<file path="src/rtl/d_fifo_drain_arbiter_if.sv">
// d_fifo_drain_arbiter_if: FIFO drain side, delivery handshake and counters
interface d_fifo_drain_arbiter_if #(
  parameter int DATA_WIDTH  = 6,
  parameter int COUNT_WIDTH = 8
);
  logic                   enable;
  logic                   empty_fifo_D0;
  logic                   empty_fifo_D1;
  logic [DATA_WIDTH-1:0]  data_out_D0;
  logic [DATA_WIDTH-1:0]  data_out_D1;
  logic                   D0_pop;
  logic                   D1_pop;
  logic [DATA_WIDTH-1:0]  data_out;
  logic                   dest_out;
  logic                   valid_out;
  logic                   ready_in;
  logic [COUNT_WIDTH-1:0] count_D0;
  logic [COUNT_WIDTH-1:0] count_D1;
  logic                   busy;
  modport master (
    input  enable, empty_fifo_D0, empty_fifo_D1, data_out_D0, data_out_D1, ready_in,
    output D0_pop, D1_pop, data_out, dest_out, valid_out, count_D0, count_D1, busy
  );
  modport slave (
    output enable, empty_fifo_D0, empty_fifo_D1, data_out_D0, data_out_D1, ready_in,
    input  D0_pop, D1_pop, data_out, dest_out, valid_out, count_D0, count_D1, busy
  );
endinterface

</file>
<file path="src/rtl/d_fifo_drain_arbiter.sv">
// d_fifo_drain_arbiter: round-robin drain of FIFOs D0/D1 into one valid/ready port
module d_fifo_drain_arbiter #(
  parameter int DATA_WIDTH  = 6,
  parameter int COUNT_WIDTH = 8
) (
  input  logic                      clk,
  input  logic                      reset,
  d_fifo_drain_arbiter_if.master    bus
);
  typedef enum logic [1:0] {IDLE, POP, CAP, SEND} state_t;
  state_t                 state_q, state_d;
  logic                   sel_q, sel_d;
  logic                   last_q, last_d;
  logic                   pop0_q, pop0_d;
  logic                   pop1_q, pop1_d;
  logic                   dest_q, dest_d;
  logic                   valid_q, valid_d;
  logic [DATA_WIDTH-1:0]  data_q, data_d;
  logic [COUNT_WIDTH-1:0] cnt0_q, cnt0_d;
  logic [COUNT_WIDTH-1:0] cnt1_q, cnt1_d;
  logic                   both, go, pick;
  always_ff @(posedge clk or posedge reset)
    if (reset) begin
      state_q <= IDLE;
      sel_q   <= 1'b0;
      last_q  <= 1'b1;
      pop0_q  <= 1'b0;
      pop1_q  <= 1'b0;
      dest_q  <= 1'b0;
      valid_q <= 1'b0;
      data_q  <= '0;
      cnt0_q  <= '0;
      cnt1_q  <= '0;
    end else begin
      state_q <= state_d;
      sel_q   <= sel_d;
      last_q  <= last_d;
      pop0_q  <= pop0_d;
      pop1_q  <= pop1_d;
      dest_q  <= dest_d;
      valid_q <= valid_d;
      data_q  <= data_d;
      cnt0_q  <= cnt0_d;
      cnt1_q  <= cnt1_d;
    end
  // With both FIFOs non-empty the channel not served last wins; otherwise the non-empty one
  always_comb begin
    both    = ~bus.empty_fifo_D0 & ~bus.empty_fifo_D1;
    go      = bus.enable & ~(bus.empty_fifo_D0 & bus.empty_fifo_D1);
    pick    = both ? ~last_q : bus.empty_fifo_D0;
    state_d = state_q;
    sel_d   = sel_q;
    last_d  = last_q;
    dest_d  = dest_q;
    valid_d = valid_q;
    data_d  = data_q;
    cnt0_d  = cnt0_q;
    cnt1_d  = cnt1_q;
    case (state_q)
      IDLE: begin
        state_d = go ? POP : IDLE;
        sel_d   = go ? pick : sel_q;
      end
      POP: state_d = CAP;
      CAP: begin
        state_d = SEND;
        data_d  = sel_q ? bus.data_out_D1 : bus.data_out_D0;
        dest_d  = sel_q;
        valid_d = 1'b1;
        last_d  = sel_q;
        cnt0_d  = cnt0_q + COUNT_WIDTH'(!sel_q);
        cnt1_d  = cnt1_q + COUNT_WIDTH'(sel_q);
      end
      SEND: if (bus.ready_in) begin
        valid_d = 1'b0;
        state_d = go ? POP : IDLE;
        sel_d   = go ? pick : sel_q;
      end
      default: state_d = IDLE;
    endcase
    pop0_d = (state_d == POP) & ~sel_d;
    pop1_d = (state_d == POP) & sel_d;
  end
  always_comb begin
    bus.D0_pop    = pop0_q;
    bus.D1_pop    = pop1_q;
    bus.data_out  = data_q;
    bus.dest_out  = dest_q;
    bus.valid_out = valid_q;
    bus.count_D0  = cnt0_q;
    bus.count_D1  = cnt1_q;
    bus.busy      = state_q != IDLE;
  end
endmodule

</file>
<file path="src/flat_wrapper.sv">
// flat-port wrapper written by rule: the top's interface ports become plain ports
module d_fifo_drain_arbiter_flat 
#(
  parameter int DATA_WIDTH  = 6,
  parameter int COUNT_WIDTH = 8
)
  (clk, reset, bus_enable, bus_empty_fifo_D0, bus_empty_fifo_D1, bus_data_out_D0, bus_data_out_D1, bus_ready_in, bus_D0_pop, bus_D1_pop, bus_data_out, bus_dest_out, bus_valid_out, bus_count_D0, bus_count_D1, bus_busy);
  d_fifo_drain_arbiter_if #(.DATA_WIDTH(DATA_WIDTH), .COUNT_WIDTH(COUNT_WIDTH)) bus_i ();
  input  logic clk;
  input  logic reset;
  input wire logic [$bits(bus_i.enable)-1:0] bus_enable;
  input wire logic [$bits(bus_i.empty_fifo_D0)-1:0] bus_empty_fifo_D0;
  input wire logic [$bits(bus_i.empty_fifo_D1)-1:0] bus_empty_fifo_D1;
  input wire logic [$bits(bus_i.data_out_D0)-1:0] bus_data_out_D0;
  input wire logic [$bits(bus_i.data_out_D1)-1:0] bus_data_out_D1;
  input wire logic [$bits(bus_i.ready_in)-1:0] bus_ready_in;
  output wire logic [$bits(bus_i.D0_pop)-1:0] bus_D0_pop;
  output wire logic [$bits(bus_i.D1_pop)-1:0] bus_D1_pop;
  output wire logic [$bits(bus_i.data_out)-1:0] bus_data_out;
  output wire logic [$bits(bus_i.dest_out)-1:0] bus_dest_out;
  output wire logic [$bits(bus_i.valid_out)-1:0] bus_valid_out;
  output wire logic [$bits(bus_i.count_D0)-1:0] bus_count_D0;
  output wire logic [$bits(bus_i.count_D1)-1:0] bus_count_D1;
  output wire logic [$bits(bus_i.busy)-1:0] bus_busy;
  assign bus_i.enable = bus_enable;
  assign bus_i.empty_fifo_D0 = bus_empty_fifo_D0;
  assign bus_i.empty_fifo_D1 = bus_empty_fifo_D1;
  assign bus_i.data_out_D0 = bus_data_out_D0;
  assign bus_i.data_out_D1 = bus_data_out_D1;
  assign bus_i.ready_in = bus_ready_in;
  assign bus_D0_pop = bus_i.D0_pop;
  assign bus_D1_pop = bus_i.D1_pop;
  assign bus_data_out = bus_i.data_out;
  assign bus_dest_out = bus_i.dest_out;
  assign bus_valid_out = bus_i.valid_out;
  assign bus_count_D0 = bus_i.count_D0;
  assign bus_count_D1 = bus_i.count_D1;
  assign bus_busy = bus_i.busy;
  d_fifo_drain_arbiter #(.DATA_WIDTH(DATA_WIDTH), .COUNT_WIDTH(COUNT_WIDTH)) u_core (.clk(clk), .reset(reset), .bus(bus_i));
endmodule
</file>
<file path="config.mk">
export PLATFORM = sky130hd
export DESIGN_NAME = d_fifo_drain_arbiter_flat
export DESIGN_NICKNAME = d
export VERILOG_FILES = /design/src/rtl/d_fifo_drain_arbiter_if.sv /design/src/rtl/d_fifo_drain_arbiter.sv /design/src/flat_wrapper.sv
export SDC_FILE = /design/constraint.sdc
export NUM_CORES = 1
export LEC_CHECK = 0
export BUFFER_PORTS_ARGS = -buffer_cell sky130_fd_sc_hd__buf_2
export CAP_MARGIN = 20
export CELL_PAD_IN_SITES_DETAIL_PLACEMENT = 1
export CELL_PAD_IN_SITES_GLOBAL_PLACEMENT = 1
export CORE_UTILIZATION = 38
export DETAILED_ROUTE_END_ITERATION = 6
export PLACE_DENSITY = 0.76
export SLEW_MARGIN = 20
export SYNTH_ARGS = -nofsm -noshare
export SYNTH_HDL_FRONTEND = slang
export SYNTH_SLANG_ARGS = --single-unit
</file>
<file path="constraint.sdc">
create_clock -name clk -period 1.66 [get_ports clk]
set_clock_uncertainty 0.05 [all_clocks]
set_input_delay 0.083 -clock clk [delete_from_list [all_inputs] [get_ports clk]]
set_output_delay 0.083 -clock clk [all_outputs]
set_load 0.1 [all_outputs]
</file>
== Word level (Yosys, flattened, before mapping) ==
Cells that the tools add are included.
Storage, ports and cells
  logic and storage cells: 42
  memories kept: 0
  output and inout port bits: 27
  memory bits (read-only): 0
  register bits after elaboration: 30
  bits of input ports: 18
  bits in latches: 0
  RAM bits: 0
Cells by class
  multiplexer cells: 10
  divide/modulo/power cells: 0
  add/sub/neg operators: 2
  multiply operators: 0
  equal/unequal tests: 5
  shifts and indexed selects: 0
  bitwise operators: 10
  reductions and logical operators: 5
  $lt $le $gt $ge: 0
Operators by type and width (number)
  adder 8 x 1 -> 8 bit: 2
  case mux 2 bit (4 select lines): 1
  2-to-1 mux 6 bit: 1
  AND 1 bit: 5
  2-to-1 mux 1 bit: 5
  inverter 1 bit: 5
  equality test 2 x 1 -> 1 bit, second input constant: 2
  equality test 2 bit, second input constant: 2
  case mux 1 bit (2 select lines): 2
  nonzero test 2 bit: 2
  logical NOT 2 bit: 1
  2-to-1 mux 2 bit: 1
  inequality test 2 bit, second input constant: 1
  AND reduction 2 bit: 1
  logical NOT 1 bit: 1

== Depth between registers and ports, before layout ==
  depth after elaboration: 8
  depth in mapped cells: 7
  gate-level depth less buffers: 6

== Worst setup path after synthesis ==
Ideal clock, no wire load.
  path type: register -> register
  start point: reg u_core.cnt0_q[0] (netlist: u_core.bus.count_D0[0])
  end point: reg u_core.cnt0_q[6] (netlist: u_core.bus.count_D0[6])
  cell stages (with the launch flop): 6
  data arrival time: 1779 ps
  period minus slack after synthesis: 1991 ps
  setup time: 162 ps
  path slack: -331 ps
  required time: 1448 ps
  path buffers: 0
  cell sequence: dfrtp_1 > ha_1 > ha_1 > nand4_1 > nor2_1 > xor2_1
Between the ends
  longest elaborated chain between the ends: 1
RTL lines
  start: declaration: line d_fifo_drain_arbiter.sv:19  | logic [COUNT_WIDTH-1:0] cnt0_q, cnt0_d;
  start signal: assignment: line d_fifo_drain_arbiter.sv:43  | cnt0_q <= cnt0_d;
  adder 8 x 1 -> 8 bit: line d_fifo_drain_arbiter.sv:71  | cnt0_d = cnt0_q + COUNT_WIDTH'(!sel_q);
Every way passes these cells.
A chain may end at the register's enable or synchronous reset.

== Worst setup path after layout ==
  start point: reg u_core.state_q[0]
  end point: reg u_core.pop1_q (netlist: u_core.bus.D1_pop)
Between the ends
  longest elaborated chain between the ends: 4
  elaborated cells between the ends (all ways): 9
  those cells by class: 4 x eq/ne; 3 x mux; 1 x bitwise; 1 x reduce/logical
RTL lines
  start: declaration: line d_fifo_drain_arbiter.sv:11  | state_t state_q, state_d;
  start signal: assignment: line d_fifo_drain_arbiter.sv:35  | state_q <= state_d;
  equality test 2 bit (tied with other cells): line d_fifo_drain_arbiter.sv:59  | case (state_q)
  case mux 2 bit (4 select lines) (*): line d_fifo_drain_arbiter.sv:59
  named net u_core.state_d[1]: line d_fifo_drain_arbiter.sv:11
  equality test 2 x 1 -> 1 bit (*): line d_fifo_drain_arbiter.sv:82  | pop1_d = (state_d == POP) & sel_d;
  AND 1 bit (*): line d_fifo_drain_arbiter.sv:82
  named net u_core.pop1_d: line d_fifo_drain_arbiter.sv:15  | logic pop1_q, pop1_d;
  end signal: assignment: line d_fifo_drain_arbiter.sv:39  | pop1_q <= pop1_d;
  end: declaration: line d_fifo_drain_arbiter.sv:15
Mark *: on every way through the listed nets, which the timed path passes. The rest lies on a longest branch.

==> flow_metrics.tcl <==
set metrics [dict create \
    timing.critical_path.required_ps 1830 \
    viasPerCell 4.88 \
    design.final.nets 198 \
    ys.warnings.count 0 \
    final_hpwl_dp_um 2210 \
    final_common_cell "sky130_fd_sc_hd__buf_2" \
    yosysSeqAreaShare 0.536 \
    detailedRoute.firstPassIterationCount 2 \
    most_frequent_cells_in_the_layout "sky130_fd_sc_hd__buf_2 (43), sky130_fd_sc_hd__dfrtp_1 (19), sky130_fd_sc_hd__nor2_1 (10)" \
    cell_type_of_the_slowest_stage_on_the_worst_timing_path "sky130_fd_sc_hd__dfrtp_1" \
    drc_errors 0 \
    detail_route.wirelength_um 2920 \
    hold_viol_final 0 \
    timing.final.crit_period_ps 1510 \
    syn_avg_cell_area_um2 11.7 \
    synthesis.area_um2 1400 \
    number_of_cells_on_the_worst_reg_to_reg_path 6 \
    final_weighted_congestion_in_routability_driven_placement 0.763 \
    worst_r2r_endpoint "u_core.bus.D1_pop" \
    worst-path-buf-inv 2 \
    antenna_found_initial 0 \
    final_max_slew_viol_count 0 \
    crit_family "flip-flops" \
    arrival_ps 1680 \
    h-tree-depth 2 \
    placement.io_buffers 44 \
    post_synth_edffs 0 \
    worst_case_setup_slack_after_placement_ps 152 \
    worst_r2r_setup_slack_ps 150 \
    detailedRoute.firstIterationViolations 22 \
    fin_hold_ws_ps 20.7 \
    design.die.area_um2 3940 \
    tightest_slew_ps 497 \
    route.vias.total 1073 \
    grt_pass1_vias 1096 \
    synthDistinctLibCells 30 \
    postSynthCellCount 120 \
    root_buffer "sky130_fd_sc_hd__clkbuf_8" \
    setup_viol 0 \
    maxSlewHeadroom 0.671 \
    rows 21 \
    placement.cell_area_um2 1700 \
    insertion_delay_ps 280 \
    worst_hold_path_type "primary input to flip-flop" \
    maximum_number_of_pins_on_one_net_before_global_route_repair 31 \
    synth_fp_nets 145 \
    hp-start "bus_ready_in" \
    postLayoutCellArea_um2 1800 \
    antenna_left 0 \
    max_cap_violations 0 \
    post_route_cells_drive_above_1_share 0.437 \
    crit_path_max_fanout 9 \
    crit_path_cell_trace "inv_1 -> ha_1 -> buf_4 -> o21ai_0 -> o21ai_1 -> and3b_1" \
    antenna-diode-count 0 \
    tritoncts "done" \
    finalWorstSetupSlack_ps 147 \
    run_status "finished, final reports clean" \
    num_io_pins 45 \
    multi_input_area_um2 591 \
    timing.final.crit_share 0.911 \
    synthFlopType "sky130_fd_sc_hd__dfrtp_1" \
    clk_pin_slew_worst_paths_ps 60 \
    cts.sinks 30 \
    timing.fmax_mhz 661 \
    starting_density_of_the_core 0.408 \
    clk_path_buf_depth 2 \
    ys_ff_latch 30 \
    worst-setup-path-type "flip-flop to flip-flop" \
    launch_instance_of_the_worst_register_to_register_path "u_core.state_q[0]" \
    core_um2 3440 \
    die-height_um 62.8 \
    grt_pass1_wl_um 5160 \
    die_width_um 62.8 \
    final-seq-area_um2 767 \
    setup.worst_path.end_class "flip-flop" \
    tritoncts.num_buffers 5 \
    setup.worst_path.start_class "flip-flop" \
    grt_setup_unrepaired "no" \
    wl_per_cell_um 13.3 \
    post-cts-setup-buffer-count 0 \
    num-fill-cells 402 \
    total_congestion_overflow_after_global_routing 0 \
    area_delta_synth_final_pct 27.9 \
    timing.hold.worst_path_depth 2 \
    critical_path.max_stage_delay_ps 380 \
    min_to "u_core.bus.valid_out" \
    share_of_async_settable_or_async_resettable_flops_after_synthesis 1.00 \
    track_usage 0.175 \
]
through the flow:
step	cells	TNS, ps	utilization
3_5_place_dp	211	0	0.495
4_1_cts	220	0	0.521
6_report	220	0	0.522
2_1_floorplan	120	-8.86	-
5_1_grt	220	0	0.522
3_3_place_gp	211	0	0.495
registers in the layout (all words and copies together) (netlist names):
| register | cells |
|---|---|
| u_core.bus.D1_pop | 1 |
| u_core.state_q | 2 |
| u_core.bus.data_out | 6 |
| u_core.bus.D0_pop | 1 |
| u_core.bus.count_D1 | 8 |
| u_core.bus.count_D0 | 8 |
| u_core.last_q | 1 |
| u_core.bus.valid_out | 1 |
| u_core.bus.dest_out | 1 |
| u_core.sel_q | 1 |
per-layer routing:
metal | wire length (µm) | track usage | vias to the layer above
met4 | 73 | 0.0872 | 0
met2 | 1420 | 0.280 | 32
met5 | 0 | 0 | -
met1 | 1250 | 0.198 | 522
li1 | - | - | 512
met3 | 179 | 0.0766 | 7
cell families (layout without fill, tap and decap cells):
group	after synthesis	in the layout	share of synthesized area
simple gates	31	31	0.134
flops	30	30	0.536
compound gates	18	18	0.0749
xor+xnor	12	12	0.0749
buf+inv	12	66	0.0437
mux	10	10	0.0749
fa+ha+maj	7	7	0.0624
synthesized netlist by cell type, drive strengths merged (2+ instances only):
library cell | count | area share
a21oi | 8 | 0.029
inv | 8 | 0.021
o21ai | 6 | 0.024
nand2 | 5 | 0.013
mux2 | 4 | 0.032
mux2i | 6 | 0.043
ha | 7 | 0.062
nor2 | 12 | 0.039
xnor2 | 8 | 0.050
o22ai | 2 | 0.0089
dfrtp | 29 | 0.52
xor2 | 4 | 0.025
buf | 4 | 0.022
nand3 | 6 | 0.034
nand4 | 4 | 0.018
worst max path at each step:
stage,start,to,slack (ps),cells past startpoint
2_1_floorplan,u_core.bus.count_D0[0],u_core.bus.count_D0[6],-9,5
5_1_grt,u_core.state_q[0],u_core.bus.D0_pop,30,6
3_5_place_dp,u_core.state_q[0],u_core.bus.D1_pop,150,6
3_3_place_gp,u_core.state_q[1],u_core.bus.D1_pop,230,6
6_report,u_core.state_q[0],u_core.bus.D1_pop,150,6
4_1_cts,u_core.state_q[0],bus_busy,40,4
final cells by class:
cell class | count | share of cell area
repair buffers | 50 | 0.151
inverters | 8 | 0.0167
clock buffers | 8 | 0.0446
flip-flops and latches | 30 | 0.427
well taps | 46 | 0.0321
multi-input cells | 78 | 0.329
timing repair:
item,4_1_cts,5_1_grt
hold endpoints to repair,29,0
endpoints found under the setup margin,0,1
resized for setup,0,1
hold buffers,1,0
Power is not shown: default switching activity piles up to over one toggle a cycle in this logic, so the estimate is an artifact.
